<file path="src/rtl/eth_tx_scheduler.sv">
// eth_tx_scheduler: packet-level arbiter for the RMII dibit serializer.
// Picks a video row or an audio block as the next packet, starts the serializer,
// waits for completion (with a timeout), enforces the inter-packet gap and keeps
// track of which video row goes next.
module eth_tx_scheduler #(
    parameter int PIXELS_PER_ROW = 320,
    parameter int ROWS           = 240,
    parameter int AUDIO_BYTES    = 256,
    parameter int AUDIO_LEVEL_W  = 10,
    parameter int IFG_CYCLES     = 48,
    parameter int TIMEOUT_CYC    = 4096
) (
    input  logic                     clk,
    input  logic                     rst_n,
    input  logic                     enable,
    input  logic                     frame_start,
    input  logic                     row_ready,
    input  logic [AUDIO_LEVEL_W-1:0] audio_level,
    input  logic                     tx_done,
    output logic                     tx_start,
    output logic                     tx_kind,
    output logic [16:0]              tx_base_addr,
    output logic [8:0]               tx_len,
    output logic                     sched_stall,
    output logic [7:0]               row_idx,
    output logic                     frame_done,
    output logic                     err_timeout
);

    // One counter is shared between the timeout (WAIT_DONE) and the gap (GAP);
    // the two are never active at the same time.
    localparam int CNT_W = $clog2(TIMEOUT_CYC);

    localparam logic [1:0] S_ARB       = 2'd0;
    localparam logic [1:0] S_START     = 2'd1;
    localparam logic [1:0] S_WAIT_DONE = 2'd2;
    localparam logic [1:0] S_GAP       = 2'd3;

    logic [1:0]       state_q,      state_d;
    logic             kind_q,       kind_d;
    logic [16:0]      base_q,       base_d;
    logic [8:0]       len_q,        len_d;
    logic [7:0]       row_q,        row_d;
    logic             last_kind_q,  last_kind_d;
    logic             frame_pend_q, frame_pend_d;
    logic [CNT_W-1:0] cnt_q,        cnt_d;

    logic       vreq;
    logic       areq;
    logic       grant;
    logic       grant_audio;
    logic [7:0] row_eff;
    logic       done_now;
    logic       frame_done_w;
    logic       timeout_w;

    // Next-state logic: arbitration, packet tracking, timeout/gap counting, row bookkeeping.
    always_comb begin
        state_d      = state_q;
        kind_d       = kind_q;
        base_d       = base_q;
        len_d        = len_q;
        row_d        = row_q;
        last_kind_d  = last_kind_q;
        frame_pend_d = frame_pend_q | frame_start;
        cnt_d        = cnt_q;
        grant        = 1'b0;
        grant_audio  = 1'b0;
        row_eff      = row_q;
        done_now     = 1'b0;
        frame_done_w = 1'b0;
        timeout_w    = 1'b0;

        vreq = enable & row_ready;
        areq = enable & ({{(32-AUDIO_LEVEL_W){1'b0}}, audio_level} >= 32'(AUDIO_BYTES));

        case (state_q)
            S_ARB: begin
                // A pending frame start restarts the row count before any grant this cycle.
                if (frame_pend_q) begin
                    row_eff      = 8'd0;
                    row_d        = 8'd0;
                    frame_pend_d = frame_start;
                end
                if (vreq && areq) begin
                    grant       = 1'b1;
                    grant_audio = ~last_kind_q;
                end else if (vreq) begin
                    grant = 1'b1;
                end else if (areq) begin
                    grant       = 1'b1;
                    grant_audio = 1'b1;
                end
                if (grant) begin
                    kind_d      = grant_audio;
                    last_kind_d = grant_audio;
                    len_d       = grant_audio ? 9'(AUDIO_BYTES) : 9'(PIXELS_PER_ROW);
                    base_d      = grant_audio ? 17'd0 : 17'(row_eff) * 17'(PIXELS_PER_ROW);
                    state_d     = S_START;
                end
            end
            S_START: begin
                cnt_d   = '0;
                state_d = S_WAIT_DONE;
                if (tx_done) begin
                    done_now = 1'b1;
                end
            end
            S_WAIT_DONE: begin
                if (tx_done) begin
                    done_now = 1'b1;
                end else if (cnt_q == CNT_W'(TIMEOUT_CYC - 1)) begin
                    timeout_w = 1'b1;
                    cnt_d     = '0;
                    state_d   = S_GAP;
                end else begin
                    cnt_d = cnt_q + 1'b1;
                end
            end
            S_GAP: begin
                if (cnt_q == CNT_W'(IFG_CYCLES - 1)) begin
                    state_d = S_ARB;
                end else begin
                    cnt_d = cnt_q + 1'b1;
                end
            end
            default: begin
                state_d = S_ARB;
            end
        endcase

        // A completed video packet advances the row; the last row wraps and marks the frame.
        if (done_now) begin
            state_d = S_GAP;
            cnt_d   = '0;
            if (!kind_q) begin
                if (row_q == 8'(ROWS - 1)) begin
                    row_d        = 8'd0;
                    frame_done_w = 1'b1;
                end else begin
                    row_d = row_q + 8'd1;
                end
            end
        end
    end

    // State and packet registers, asynchronously cleared; audio counts as last kind so video wins the first tie.
    always_ff @(posedge clk or negedge rst_n) begin
        if (!rst_n) begin
            state_q      <= S_ARB;
            kind_q       <= 1'b0;
            base_q       <= 17'd0;
            len_q        <= 9'd0;
            row_q        <= 8'd0;
            last_kind_q  <= 1'b1;
            frame_pend_q <= 1'b0;
            cnt_q        <= '0;
        end else begin
            state_q      <= state_d;
            kind_q       <= kind_d;
            base_q       <= base_d;
            len_q        <= len_d;
            row_q        <= row_d;
            last_kind_q  <= last_kind_d;
            frame_pend_q <= frame_pend_d;
            cnt_q        <= cnt_d;
        end
    end

    assign tx_start     = (state_q == S_START);
    assign sched_stall  = (state_q == S_ARB) || (state_q == S_GAP);
    assign tx_kind      = kind_q;
    assign tx_base_addr = base_q;
    assign tx_len       = len_q;
    assign row_idx      = row_q;
    assign frame_done   = frame_done_w;
    assign err_timeout  = timeout_w;

endmodule
</file>
<file path="config.mk">
export PLATFORM = sky130hd
export DESIGN_NAME = eth_tx_scheduler
export DESIGN_NICKNAME = d
export VERILOG_FILES = /design/src/rtl/eth_tx_scheduler.sv
export SDC_FILE = /design/constraint.sdc
export NUM_CORES = 1
export LEC_CHECK = 0
export BUFFER_PORTS_ARGS = -buffer_cell sky130_fd_sc_hd__buf_4
export CAP_MARGIN = 20
export CORE_UTILIZATION = 54
export DETAILED_ROUTE_END_ITERATION = 10
export PLACE_DENSITY_LB_ADDON = 0.2
export SLEW_MARGIN = 10
export SYNTH_ARGS = -nofsm -noshare
export SYNTH_HDL_FRONTEND = slang
export SYNTH_SLANG_ARGS = --single-unit
</file>
<file path="constraint.sdc">
create_clock -name clk -period 2.8 [get_ports clk]
set_input_delay 0 -clock clk [delete_from_list [all_inputs] [get_ports clk]]
set_output_delay 0 -clock clk [all_outputs]
set_load 0.05 [all_outputs]
</file>
-- Yosys cells after proc, flatten, opt, wreduce, memory -nomap -nowiden
Cells that the tools add are included.
W data, S select, Z words.
- bits in registers: 51
- output and inout port bits: 39
- add/sub/neg operators: 2
- $mul: 1
- magnitude comparators: 1
- eq/ne operators: 11
- mux-type cells: 36
- bitwise logic cells: 4
- reductions and logical operators: 8
- operator list (cell ; count):
    $mux W12 ; 4
    $mux W8 ; 6
    $pmux W12 S3 ; 1
    $mux W1 ; 17
    $mux W17 ; 1
    $ne A3 B3 Y1 const B ; 5
    $add A12 B1 Y12 const B ; 1
    $eq A12 B12 Y1 const B ; 1
    $eq A12 B6 Y1 const B ; 1
    $mul A8 B3 Y11 const B ; 1
    $ge A10 B9 Y1 const B ; 1
    $mux W2 ; 5
    $add A8 B1 Y8 const B ; 1
    $eq A8 B8 Y1 const B ; 1
    $pmux W2 S4 ; 1
    $mux W7 ; 1
    $eq A2 B2 Y1 const B ; 2
    $reduce_and A4 Y1 ; 1
    $reduce_bool A4 Y1 ; 1
    $reduce_and A3 Y1 ; 1
    $and A1 B1 Y1 ; 2
    $eq A2 B1 Y1 const B ; 1
    $logic_not A2 Y1 ; 1
    $reduce_and A2 Y1 ; 1
    other kinds (5) ; 5

-- Longest topological paths before layout
Gate-level depths: netlist (run 1).
- depth after elaboration: 9
- depth in mapped cells: 10

-- Worst setup path before layout (run 1)
OpenSTA, ideal clock, no wires.
- path kind: register to register
- from: reg row_q[3], in the netlist row_idx[3]
- to: reg base_q[15], in the netlist tx_base_addr[15]
- library setup time: 95 ps
- data arrival time: 2559 ps
- data required time: 2705 ps
- setup slack: 146 ps
- stages on the path, launching flop included: 10
- path buffers: 0
- cell sequence: dfrtp_1 > nor2b_1 > ha_1 > ha_1 > fa_1 > a211oi_1 > o21bai_1 > a21oi_1 > xnor2_1 > o31ai_1
- cells in the longest elaborated chain, start to end: 4
- ends and longest elaborated chain (what ; RTL line ; source):
    start: declaration ; 43 ; logic [7:0] row_q, row_d;
    start signal: assignment ; 163 ; row_q <= row_d;
    $mux W8 ; 80 ; if (frame_pend_q) begin
    $mux W8 ; 77 ; case (state_q)
    $mul A8 B3 Y11 ; 98 ; base_d = grant_audio ? 17'd0 : 17'(row_eff) * 17'(PIXELS_PER_ROW);
    $mux W17 ; 98 ;
    end signal: assignment ; 161 ; base_q <= base_d;
    end: declaration ; 41 ; logic [16:0] base_q, base_d;
Every way passes these cells. The select of a mux whose other input is x is not followed.
A chain may end at the register's enable or synchronous reset.

-- Worst setup path in the final report (run 1)
Same ends and word-level chain as after synthesis.

==> results of run 1 <==
-- logic make-up after synthesis --
logic type               share of synthesized area [%]
AND/OR/NAND/NOR                                   19.7
other                                            0.155
flip-flops                                        39.4
adder cells (fa/ha/maj)                           8.08
XOR/XNOR                                          2.90
buffers and inverters                             6.79
AO/OA/AOI/OAI                                     22.9
-- per-layer routing --
layer  GRT usage (%)  up-vias  share of wire, %
met5               0        -                 0
met4            8.42        0              0.77
met3            4.28        4               5.5
met2            33.4       57                43
met1            34.1      912                51
li1                -      979                 -
-- per-stage QoR --
step                setup WS [ns]  instance area, um2
floorplan                   0.146                2460
global placement            0.321                2650
detailed placement          0.236                2650
CTS                         0.225                2790
global route               0.0422                2790
finish                      0.282                2790
-- power groups by stage --
stage	clock, mW	combinational, mW	sequential [mW]
6_report	0.453	1.15	0.738
5_1_grt	0.486	1.27	0.754
4_1_cts	0.461	1.15	0.739
3_5_place_dp	0	1.14	0.749
3_3_place_gp	0	1.12	0.743
2_1_floorplan	0	0.724	0.888
-- what timing repair did --
| item | in CTS | in global routing |
|---|---|---|
| endpoints found under the setup margin | 0 | 1 |
| hold buffers | 3 | 0 |
| gates resized for setup | 0 | 1 |
| setup buffers | 0 | 0 |
| hold endpoints to repair | 39 | 0 |
-- flip-flops by register name, indices dropped and copies added, names as in the netlist --
register	flops
frame_pend_q	1
state_q	2
row_idx	8
cnt_q	12
tx_base_addr	11
tx_kind	1
tx_len	2
last_kind_q	1
-- cell usage after synthesis, drive strengths merged (2+ instances only) --
cell type   n  area, um2
o31a        2       18.8
a31oi       3       18.8
nand4       3       18.8
nand4b      2       17.5
o21ai      32        171
or2         2       12.5
and2        3       20.0
o31ai       5       37.5
nor2       17       66.3
and3b       3       26.3
o21bai      3       33.8
or3         3       23.8
nor3        2       10.0
a22o       11       96.3
a21oi       6       30.0
clkbuf      8       40.0
nand2      22       82.6
xor2        2       17.5
a21o        4       30.0
a211oi      5       37.5
nor2b       4       25.0
inv         6       22.5
ha         14        175
and2b       4       30.0
xnor2       6       52.6
nand2b      5       31.3
dfrtp      37        926
nand3       5       25.0
nor3b       2       15.0
o41ai       4       35.0
buf        14        101
and3        6       37.5
-- worst max-delay path by stage --
stage	from	end	slack, ns	cells past startpoint
2_1_floorplan	row_idx[3]	tx_base_addr[15]	0.15	9
3_3_place_gp	row_idx[3]	tx_base_addr[15]	0.32	9
3_5_place_dp	row_idx[3]	tx_base_addr[15]	0.24	9
4_1_cts	row_idx[3]	tx_base_addr[15]	0.22	9
5_1_grt	row_idx[3]	tx_base_addr[15]	0.04	9
6_report	row_idx[3]	tx_base_addr[15]	0.28	9
-- tightest hold or removal path: stages --
cell      delay, ns
buf_4          0.11
o31a_1         0.12
nand2_1        0.09
nand2b_1       0.06
-- final cells by class --
cell class | instances | area, um2
fillers | 337 | 1350
multi-input cells | 203 | 1350
repair buffers | 39 | 300
well taps | 50 | 62.6
inverters | 6 | 22.5
clock buffers | 7 | 76.3
clock inverters | 1 | 30.0
flip-flops and latches | 38 | 952
==> out/metrics.csv, run 1 <==
metric;value;unit
status;finished, final reports clean;
seq_power_share;31.6;%
track_usage;23.1;%
reg2reg_slack;0.28;ns
totalWireLength;4950;um
switching_power;1.06;mW
num_antenna_cells;0;
crit_chain;nor2b_1 -> ha_1 -> ha_1 -> fa_1 -> a211oi_2 -> o21bai_1 -> a21oi_1 -> xnor2_1 -> o31ai_1;
whs;0.125;ns
dieArea;4740;um2
firstDrtPassIters;4;
layout_commonest_cell;dfrtp_1;
fmax;397;MHz
setup_viol;0;
most-common-layout-cells;dfrtp_1 (37), buf_4 (36), o21ai_0 (30);
p_clk_share;19.4;%
core_area;4140;um2
drc;0;
dp_hpwl;3610;um
std_cell_rows;23;
crit-reg2reg-capture;tx_base_addr[15];
cp_max_fo;8;
async_reset_ff_share;100;%
r2r_start;row_idx[3];
cp_top_family;adder cells;
setup-tns-final;0;ns
rsz0062_at_grt;no;
p_total;2.34;mW
slowest_delay;0.47;ns
vias_per_cell;5.67;
avgSynthCellArea;9.40;um2
grt_max_degree;39;
h-tree-depth;2;
grt_pass1_wl;8120;um
start_util;58.3;%
antenna_found_initial;0;
die_h;68.9;um
p_sw_share;45.2;%
port_buffers;33;
crit_path_end_kind;register;
clk_pin_slew;0.08;ns
criticalPathCategory;register to register;
grt-ovfl-total;0;
fin_util;67.4;%
total_leakage_power;1.34;nW
final_cells;344;
power_density;837;nW/um2
comb_power_share;49.0;%
hold_path_depth;4;
cts_tree;built;
slew_viol_final;0;
slew_headroom;56.9;%
pin_count;55;
ys_types;53;
ys_warn_count;0;
slowest_stage;dfrtp_1;
synth_edf_count;0;
yosys_most_used_dff;dfrtp_1;
ys_seq_area_share;39.4;%
crit_required;2.99;ns
drv_cap;0;
cts.sinks;38;
post-route-period-util;89.9;%
cp_common_cell;ha_1;
drive_gt1_share;18.0;%
clockBufferDepth;2;
fin_crit;2.52;ns
cp_data_arrival_time;2.71;ns
synth_seq_cells;38;
nets;324;
holdPathEnd;tx_len[8];
cp-start-kind;register;
insertion_delay;0.29;ns
finClkSkew;0.00815;ns
vdd.ir_drop.worst;0.404;mV
hold_viol_final;0;
die_width;68.9;um
grt_pass1_vias;1827;
num_vias;1952;
syn_area;2410;um2
drtAntennaViolNets;0;
place_congestion;0.878;
cp_num_buf_inv;0;
synthCells;257;
area_growth;15.6;%
hold_start;enable;
root_buffer;clkbuf_8;
hold_path_class;primary input to register;
intPower;1.28;mW
dp_cells;333;
first_iter_violations;134;
numCtsBuffers;5;
tightest_slew;0.639;ns
wire_per_inst;14.4;um
reg2reg_depth;9;
No activity file was read; power rests on OpenSTA's default activity.
==> run 2, diff against run 1 <==
Settings changed: ABC_AREA from default to 1, GPL_TIMING_DRIVEN from default to 0.
==> run 2 against run 1 <==
Register-to-register slack gained 0.14 ns. Clock power increased by 26%. Synthesized cell count is 28% higher. Clock-buffer cell count is 2 lower. Critical path type unchanged. Highest routed layer unchanged.
==> out/metrics.csv, run 2 <==
metric;value;unit
syn_area;2500;um2
drtAntennaViolNets;0;
hold_path_depth;4;
holdPathEnd;last_kind_q;
slew_viol_final;0;
start_util;56.6;%
finalWorstSetupSlack;0.424;ns
rsz0062_at_grt;no;
crit_path_end_kind;register;
num_antenna_cells;0;
totalWireLength;5290;um
wire_per_inst;12.1;um
yosys_most_used_dff;dfrtp_1;
cp_max_fo;8;
core_area;4410;um2
dieArea;4900;um2
root_buffer;clkbuf_8;
drc;0;
hold_start;row_ready;
setup-tns-final;0;ns
fin_crit;2.38;ns
fmax;421;MHz
track_usage;23.6;%
clk_pin_slew;0.08;ns
post-route-period-util;84.9;%
layout_commonest_cell;nand2_1;
cts_tree;built;
p_total;2.44;mW
hold_path_class;primary input to register;
post-synth-top-count-cell;nand2_1;
first_iter_violations;154;
largest_register;cnt_q;
avgSynthCellArea;7.57;um2
cp-start-kind;register;
finClkSkew;0.00911;ns
synthCells;330;
drive_gt1_share;18.4;%
ys_seq_area_share;38.1;%
ys_top_cells_by_area;dfrtp_1 (37%), nand2_1 (12%), ha_1 (7.0%);
firstDrtPassIters;4;
synth_top_area_share;37.1;%
synth_seq_cells;38;
grt-ovfl-total;0;
status;finished, final reports clean;
drv_cap;0;
crit-reg2reg-capture;tx_base_addr[13];
die_width;70.0;um
whs;0.0244;ns
insertion_delay;0.30;ns
setup_viol;0;
clockBufferDepth;2;
pre_cts_slack;0.454;ns
reg2reg_depth;9;
num_vias;2249;
grt_pass1_wl;9200;um
fin_util;68.3;%
pin_count;55;
hold_viol_final;0;
h-tree-depth;2;
reg2reg_slack;0.42;ns
vias_per_cell;5.15;
holdBufCountCts;2;
synth_edf_count;0;
power_density;809;nW/um2
port_buffers;33;
grt_max_degree;39;
std_cell_rows;24;
total_leakage_power;1.55;nW
ys_top_cells_by_count;nand2_1 (77), inv_1 (43), dfrtp_1 (37);
die_h;70.0;um
grt_pass1_vias;2044;
cp_data_arrival_time;2.59;ns
antenna_found_initial;0;
criticalPathCategory;register to register;
ys_warn_count;0;
nets;415;
area_growth;20.6;%
most-common-layout-cells;nand2_1 (77), buf_4 (46), inv_1 (43);
place_congestion;0.920;
postCtsResizedCells;0;
ys_types;38;
crit_required;3.01;ns
vdd.ir_drop.worst;0.550;mV
numCtsBuffers;5;
cts_setup_buffers;0;
cts.sinks;38;
dp_hpwl;3980;um
async_reset_ff_share;100;%
yosysTopAreaCell;dfrtp_1;
r2r_start;frame_pend_q;
largest_reg_flops;12;
==> run 2: cell count changes after synthesis, sizes merged, moves of 7 or more <==
cell,delta
clkbuf,-7
nor2,+23
a22o,-8
inv,+38
nand3,+13
nand2,+59
==> run 2: logic make-up after synthesis <==
family / synth area share [%]
AO/OA/AOI/OAI: 12.0
other: 0.150
flip-flops: 38.1
AND/OR/NAND/NOR: 27.5
adder cells (fa/ha/maj): 7.82
buffers and inverters: 11.3
XOR/XNOR: 3.16
==> run 2: through the flow <==
stage	cells	area, um2
2_1_floorplan	342	2540
3_3_place_gp	427	2860
3_5_place_dp	427	2860
4_1_cts	437	3010
5_1_grt	437	3010
6_report	437	3010
==> run 2: layout make-up <==
class	instances	area [um2]
timing repair buffer	35	268
sequential	38	952
inverter	44	165
multi-input combinational	244	1310
clock buffer	5	68.8
fill	388	1400
clock inverter	3	68.8
buffer	16	118
tap	52	65.1
==> run 2: layer usage <==
metal  vias up  wire [um]  track usage (%)
li1       1152          -                -
met1      1025       2610             33.0
met4         0         68             7.33
met3         7        278             4.76
met2        65       2340             36.8
met5         -          0                0
==> run 2: critical path, stage by stage (launching register included) <==
cell      delay, ns
dfrtp_1        0.33
clkbuf_1       0.30
nor2_1         0.13
ha_1           0.32
ha_1           0.24
fa_1           0.43
a31o_2         0.27
nand2_1        0.05
nand2_1        0.04
o21ai_0        0.17
==> run 2: report_power, final <==
group	internal [mW]	switching, mW
Clock	0.357	0.213
Sequential	0.646	0.0887
Combinational	0.328	0.804
Total	1.33	1.11
==> run 2: how the worst max path moves through the flow <==
stage / start / endpoint / cells after the start
finish: frame_pend_q / tx_base_addr[13] / 9
global route: frame_pend_q / tx_base_addr[13] / 9
CTS: frame_pend_q / tx_base_addr[13] / 9
detailed placement: frame_pend_q / tx_base_addr[13] / 9
global placement: frame_pend_q / tx_base_addr[13] / 9
floorplan: row_idx[3] / tx_base_addr[13] / 9
